### src/rtl/parking_lot_sensor_emulator.sv
// Parking-gate sensor emulator: replays the four-phase photo-sensor
// patterns a car produces when entering, exiting or backing out of the lot,
// and tallies completed enter and exit events.
module parking_lot_sensor_emulator #(
    parameter int DWELL_CYCLES = 4,
    parameter int COUNT_W      = 8
) (
    input  logic               clk_i,
    input  logic               reset_i,
    input  logic               start_i,
    input  logic [1:0]         cmd_i,
    output logic               ready_o,
    output logic               busy_o,
    output logic               done_o,
    output logic               sensor_a_o,
    output logic               sensor_b_o,
    output logic [COUNT_W-1:0] enter_count_o,
    output logic [COUNT_W-1:0] exit_count_o
);

    localparam int            DW         = $clog2(DWELL_CYCLES + 1);
    localparam logic [DW-1:0] DWELL_LAST = DW'(DWELL_CYCLES - 1);

    localparam logic [1:0] CMD_ENTER   = 2'b00;
    localparam logic [1:0] CMD_EXIT    = 2'b01;
    localparam logic [1:0] CMD_BACKOUT = 2'b10;
    localparam logic [1:0] CMD_RSVD    = 2'b11;

    typedef enum logic [2:0] {
        IDLE,
        P1,
        P2,
        P3,
        GAP
    } state_t;

    state_t             state_q, state_d;
    logic [1:0]         cmd_q, cmd_d;
    logic [DW-1:0]      dwellCnt_q, dwellCnt_d;
    logic               sensorA_q, sensorA_d;
    logic               sensorB_q, sensorB_d;
    logic               done_q;
    logic               finish;
    logic               phaseEnd;
    logic               accept;
    logic [COUNT_W-1:0] enterCnt_q, exitCnt_q;

    // Sequencer: walks IDLE -> P1 -> P2 -> P3 -> GAP -> IDLE, holding each
    // phase for DWELL_CYCLES cycles, and computes the sensor levels that the
    // next state must present so the outputs can be registered glitch-free.
    always_comb begin
        state_d    = state_q;
        cmd_d      = cmd_q;
        dwellCnt_d = dwellCnt_q + DW'(1);
        finish     = 1'b0;
        phaseEnd   = (dwellCnt_q == DWELL_LAST);
        accept     = start_i && (state_q == IDLE) && (cmd_i != CMD_RSVD);
        sensorA_d  = 1'b0;
        sensorB_d  = 1'b0;

        case (state_q)
            IDLE: begin
                dwellCnt_d = '0;
                if (accept) begin
                    state_d = P1;
                    cmd_d   = cmd_i;
                end
            end
            P1: begin
                if (phaseEnd) begin
                    state_d    = P2;
                    dwellCnt_d = '0;
                end
            end
            P2: begin
                if (phaseEnd) begin
                    state_d    = P3;
                    dwellCnt_d = '0;
                end
            end
            P3: begin
                if (phaseEnd) begin
                    state_d    = GAP;
                    dwellCnt_d = '0;
                end
            end
            GAP: begin
                if (phaseEnd) begin
                    state_d    = IDLE;
                    dwellCnt_d = '0;
                    finish     = 1'b1;
                end
            end
            default: begin
                state_d    = IDLE;
                dwellCnt_d = '0;
            end
        endcase

        case (state_d)
            P1: begin
                sensorA_d = (cmd_d != CMD_EXIT);
                sensorB_d = (cmd_d == CMD_EXIT);
            end
            P2: begin
                sensorA_d = 1'b1;
                sensorB_d = 1'b1;
            end
            P3: begin
                sensorA_d = (cmd_d == CMD_EXIT) || (cmd_d == CMD_BACKOUT);
                sensorB_d = (cmd_d == CMD_ENTER);
            end
            default: begin
                sensorA_d = 1'b0;
                sensorB_d = 1'b0;
            end
        endcase
    end

    // State, latched command, dwell timer and registered sensor lines.
    always_ff @(posedge clk_i) begin
        if (reset_i) begin
            state_q    <= IDLE;
            cmd_q      <= CMD_ENTER;
            dwellCnt_q <= '0;
            sensorA_q  <= 1'b0;
            sensorB_q  <= 1'b0;
        end else begin
            state_q    <= state_d;
            cmd_q      <= cmd_d;
            dwellCnt_q <= dwellCnt_d;
            sensorA_q  <= sensorA_d;
            sensorB_q  <= sensorB_d;
        end
    end

    // Completion pulse and event tallies, updated as GAP is left; back-out
    // deliberately touches neither tally and both wrap silently.
    always_ff @(posedge clk_i) begin
        if (reset_i) begin
            done_q     <= 1'b0;
            enterCnt_q <= '0;
            exitCnt_q  <= '0;
        end else begin
            done_q <= finish;
            if (finish && (cmd_q == CMD_ENTER)) begin
                enterCnt_q <= enterCnt_q + COUNT_W'(1);
            end
            if (finish && (cmd_q == CMD_EXIT)) begin
                exitCnt_q <= exitCnt_q + COUNT_W'(1);
            end
        end
    end

    assign ready_o       = (state_q == IDLE);
    assign busy_o        = ~ready_o;
    assign done_o        = done_q;
    assign sensor_a_o    = sensorA_q;
    assign sensor_b_o    = sensorB_q;
    assign enter_count_o = enterCnt_q;
    assign exit_count_o  = exitCnt_q;

endmodule
### config.mk
export PLATFORM = sky130hd
export DESIGN_NAME = parking_lot_sensor_emulator
export DESIGN_NICKNAME = d
export VERILOG_FILES = /design/src/rtl/parking_lot_sensor_emulator.sv
export SDC_FILE = /design/constraint.sdc
export NUM_CORES = 1
export LEC_CHECK = 0
export CAP_MARGIN = 20
export CORE_AREA = 10 10 76 94
export CTS_BUF_LIST = sky130_fd_sc_hd__clkbuf_4
export DETAILED_ROUTE_END_ITERATION = 6
export DIE_AREA = 0 0 86 104
export MAX_ROUTING_LAYER = met4
export SETUP_SLACK_MARGIN = 0.1
export SKIP_CTS_REPAIR_TIMING = 1
export SLEW_MARGIN = 20
export SYNTH_ARGS = -nofsm -noshare
export SYNTH_HDL_FRONTEND = slang
export SYNTH_SLANG_ARGS = --single-unit
export TNS_END_PERCENT = 20
### constraint.sdc
create_clock -name clk_i -period 3.13 [get_ports clk_i]
set_clock_uncertainty 0.15 [all_clocks]
set_input_delay 0.939 -clock clk_i [delete_from_list [all_inputs] [get_ports clk_i]]
set_output_delay 0.939 -clock clk_i [all_outputs]
set_load 0.03 [all_outputs]
# == Yosys cells after proc, flatten, opt, wreduce, memory -nomap -nowiden ==
# Cells that the tools add are included.
# W data, S select, Z words.
# totals
register_bits,27
latchBits,0
ramBits,0
mem_bits_ro,0
out_inout_bits,21
mem_count,0
# classes
n_addsub,3
n_mul,0
n_div,0
order_cmp,0
eq_ne,13
shift,0
mux,12
bitwise,2
reduce_logical,10
# ops
op,n
$add A8 B1 Y8 const B,2
$eq A3 B2 Y1 const B,5
$mux W3,5
$pmux W3 S5,1
$eq A3 B1 Y1 const B,2
$pmux W1 S3,2
$eq A2 B1 Y1 const B,2
$logic_and A1 B1 Y1,4
$logic_not A2 Y1,2
$mux W2,2
$reduce_or A4 Y1,1
$add A3 B1 Y3 const B,1
$eq A3 B3 Y1 const B,1
$logic_not A3 Y1,1
$reduce_or A3 Y1,1
$eq A2 B2 Y1 const B,1
$mux W1,2
$ne A2 B1 Y1 const B,1
$ne A2 B2 Y1 const B,1
$not A1 Y1,2
$logic_or A1 B1 Y1,1

# == Depth between registers and ports, before layout ==
# logic_depth
ltp_word,8
mapped_depth,10
ltp_nobuf,9

# == Least setup slack after synthesis ==
# OpenSTA, ideal clock, no wires.
# synth_timing
path_kind,reg2out
start,register state_q[0]
end,output busy_o
arrival_time_ps,1606
required_time_ps,2041
setup_slack_ps,435
stages_incl_launch_ff,4
path_cell_list,dfxtp_1 -> clkbuf_1 -> nor3_1 -> inv_1
# synth_between
elab_chain_cells,2
# synth_lines
element,line,text
start: declaration,37,"state_t state_q, state_d;"
start signal: assignment,129,state_q <= state_d;
$logic_not A3 Y1,155,assign ready_o = (state_q == IDLE);
net ready_o,12,"output logic ready_o,"
$not A1 Y1,156,assign busy_o = ~ready_o;
end: declaration,13,"output logic busy_o,"
# The timed path passes the listed nets, and every way through them passes these cells.

# == Final worst setup path ==
# layout_timing
start,input start_i
end,"register sensorA_q, in the netlist sensor_a_o"
# layout_between
elab_chain_cells,7
# layout_lines
element,line,text
start: declaration,10,"input logic start_i,"
$logic_and A1 B1 Y1 (*) (2 in series),57,accept = start_i && (state_q == IDLE) && (cmd_i != CMD_RSVD);
$mux W2 (*),64,if (accept) begin
$mux W2 (*),61,case (state_q)
net cmd_d[0],38,"logic [1:0] cmd_q, cmd_d;"
$eq A2 B1 Y1 or $eq A2 B2 Y1 (tied branches),110,sensorA_d = (cmd_d == CMD_EXIT) || (cmd_d == CMD_BACKOUT);
$logic_or A1 B1 Y1,110,
$pmux W1 S3 (*),100,case (state_d)
end signal: assignment,132,sensorA_q <= sensorA_d;
end: declaration,40,"logic sensorA_q, sensorA_d;"
# The timed path passes the listed nets; every way through them passes the cells marked *.
# A chain may end at the register's enable or synchronous reset.

==> impl_results.md <==
* Synth Net Count at 159
* CP Data Arrival Time at 2940 ps
* Vias per cell at 4.45
* CP Launch Type: input pin
* CTS max path bufs at 2
* All-Layer GR Usage at 6.53%
* Commonest non-fill, non-tap cells in the layout: 28 x nor2_1, 27 x dfxtp_1, 25 x clkdlybuf4s50_1, 9 x xor2_1
* Setup Slack @ Placement at -58.0 ps
* Yosys warns at 0
* CTS tree: yes
* Latest clock arrival within the worst-skew pair at 320 ps
* Netlist Area Pre-Place at 1300 um^2
* Static leakage at 0.598 nW
* Mean post-synth cell area at 8.80 um^2
* Relative slew margins at 64.8%
* Initial antenna violation count at 0
* First-pass GRT wire length at 4770 um
* Starting Density at 24.3%
* Antenna Nets Post-Route at 0
* Nets at 186
* Cell area after layout at 1660 um^2
* Met1 Resource Use GR at 7.04%
* Worst-margin pin slew at 521 ps
* Internal power at 430 uW
* Final worst slack at 300 ps
* DRC Markers at 0
* Setup CP Type: input pin to flop
* Met3 Track Usage GR at 2.35%
* Crit path max fanout at 5
* Cell Area, Placed at 1630 um^2
* Slew Viols, Final at 0
* Max VDD drop at 158 uV
* Reg power frac at 60.7%
* Cells after Synth at 148
* WP data required at 3240 ps
* Sw power at 153 uW
* P per Cell Area at 352 nW/um^2
* Class of the worst hold path: flop to flop
* Core area at 5370 um^2
* Most common library cell in the layout ignoring fill and taps: nor2_1
* Tcrit/Tclk final at 90.4%
* Seq/Total Area, Yosys at 41.5%
* Die area at 8940 um^2
* Power share of the clock group at 26.7%
* # H-tree levels at 1
* Maximum clock rate at 353 MHz
* CP endpoint kind: flop
* Wire length per cell at 11.7 um
* Final TNS setup at 0 ps
* CTS root buf: clkbuf_4
* DRT iter0 DRCs at 31
* RePlAce Congestion at 0.697
* Most used routing layer: met2
* Detailed placer's ending HPWL at 2160 um
* Residual overflow from global routing at 0
* Vias in the first global route at 1065
* Gate power share at 12.6%
* Crit path time final at 2830 ps
* Switching Share at 26.2%
* Met2 usage at 10.6%
* Outcome: finished, final reports clean
* Layout cells sized above 1 at 9.77%
* Setup-failing EPs final at 0
* Die Width at 86 um
* Number of top-level pins at 26
* Clock transition at the registers of the reported paths at 150 ps
* Chip height at 104 um
* Total wire length at 2790 um
* Ant diodes at 0
* RSZ-0062 raised after global routing: false
* Number of synthesized register bits at 27
* Final hold vios at 0
* Routed via count at 1060
* Clock buffer count from CTS at 3
* Largest net degree at the start of global routing at 20
* DR pass1 iterations at 4
* Total Power at 583 uW
* Max capacitance violation total at 0
* Port bufs at 25
* Cell row count at 30
* Area Overhead vs Synth at 27.3%
* Post-synth cell types at 36
* Clock sink total at 27
-- power groups by stage --
stage	Sequential, mW	Clock (mW)	Combinational [mW]
CTS	0.354	0.168	0.0745
global route	0.355	0.180	0.0818
global placement	0.362	0	0.0736
floorplan	0.364	0	0.0433
detailed placement	0.362	0	0.0741
finish	0.354	0.156	0.0737
-- cell type report --
cell class / count / area, um^2
clock inverters: 1 / 5.00
clock buffers: 3 / 22.5
inverters: 7 / 26.3
flip-flops and latches: 27 / 541
well taps: 64 / 80.1
fillers: 591 / 3710
repair buffers: 31 / 295
multi-input cells: 105 / 688
-- cell usage after synthesis, drive strengths merged --
cell type | count | area [um^2]
nor2 | 28 | 105
dfxtp | 27 | 541
xor2 | 9 | 78.8
a21oi | 8 | 51.3
inv | 7 | 26.3
ha | 6 | 75.1
nor3 | 6 | 30.0
clkbuf | 5 | 20.0
nand2 | 5 | 18.8
nand3 | 5 | 25.0
nand4 | 5 | 31.3
xnor2 | 5 | 43.8
buf | 4 | 27.5
o21ai | 4 | 23.8
nand2b | 3 | 18.8
nand3b | 3 | 22.5
o22ai | 3 | 18.8
a211oi | 2 | 25.0
nand4b | 2 | 17.5
or4b | 2 | 23.8
a21o | 1 | 7.51
and2 | 1 | 6.26
and4 | 1 | 8.76
and4bb | 1 | 12.5
mux2i | 1 | 10.0
nand4bb | 1 | 11.3
nor4 | 1 | 6.26
nor4bb | 1 | 10.0
or3 | 1 | 6.26
-- metrics by stage --
stage / hold WS, ps / cells / util (%)
2_1_floorplan: 249 / 148 / -
3_3_place_gp: 262 / 234 / 30.4
3_5_place_dp: 276 / 234 / 30.4
4_1_cts: 297 / 238 / 30.9
5_1_grt: 307 / 238 / 30.9
6_report: 290 / 238 / 30.9
-- sequential cells by signal (all words and copies together), names as in the netlist --
register	count
cmd_q	2
done_o	1
dwellCnt_q	3
enter_count_o	8
exit_count_o	8
sensor_a_o	1
sensor_b_o	1
state_q	3
-- worst paths after layout --
| kind | start | endpoint | slack, ps | depth (start not counted) |
|---|---|---|---|---|
| worst max register to register | state_q[1]$_SDFF_PP0_ | sensor_a_o$_SDFF_PP0_ | 760 | 9 |
| worst max-delay path | start_i | sensor_a_o$_SDFF_PP0_ | 300 | 9 |
| worst min-delay path | dwellCnt_q[0]$_SDFF_PP0_ | dwellCnt_q[0]$_SDFF_PP0_ | 290 | 1 |
| worst min register to register | dwellCnt_q[0]$_SDFF_PP0_ | dwellCnt_q[0]$_SDFF_PP0_ | 290 | 1 |
-- cells by family (layout without fill, tap and decap cells) --
group                      count (synthesis)  count (layout)  synth area share [%]
adders and majority gates                  6               6                  5.76
AOI/OAI and AO/OA                         18              18                  9.70
muxes                                      1               1                 0.769
xor gates and xnor gates                  14              14                  9.41
and+or+nand+nor                           66              66                  27.2
DFF                                       27              27                  41.5
buffers and inverters                     16              42                  5.67
-- critical path: stages --
cell	delay, ps
clkdlybuf4s50_1	450
or4b_4	480
o22ai_1	280
inv_1	80
ha_1	220
nand2b_1	80
a21oi_1	70
a21o_1	160
a211oi_2	200
-- metal layers --
metal,share of wire (%),wire (um)
met1,46,1280
met3,6.2,172
met4,0.90,25
met2,47,1310
met5,0,0
(Power assumes the default switching activity.)
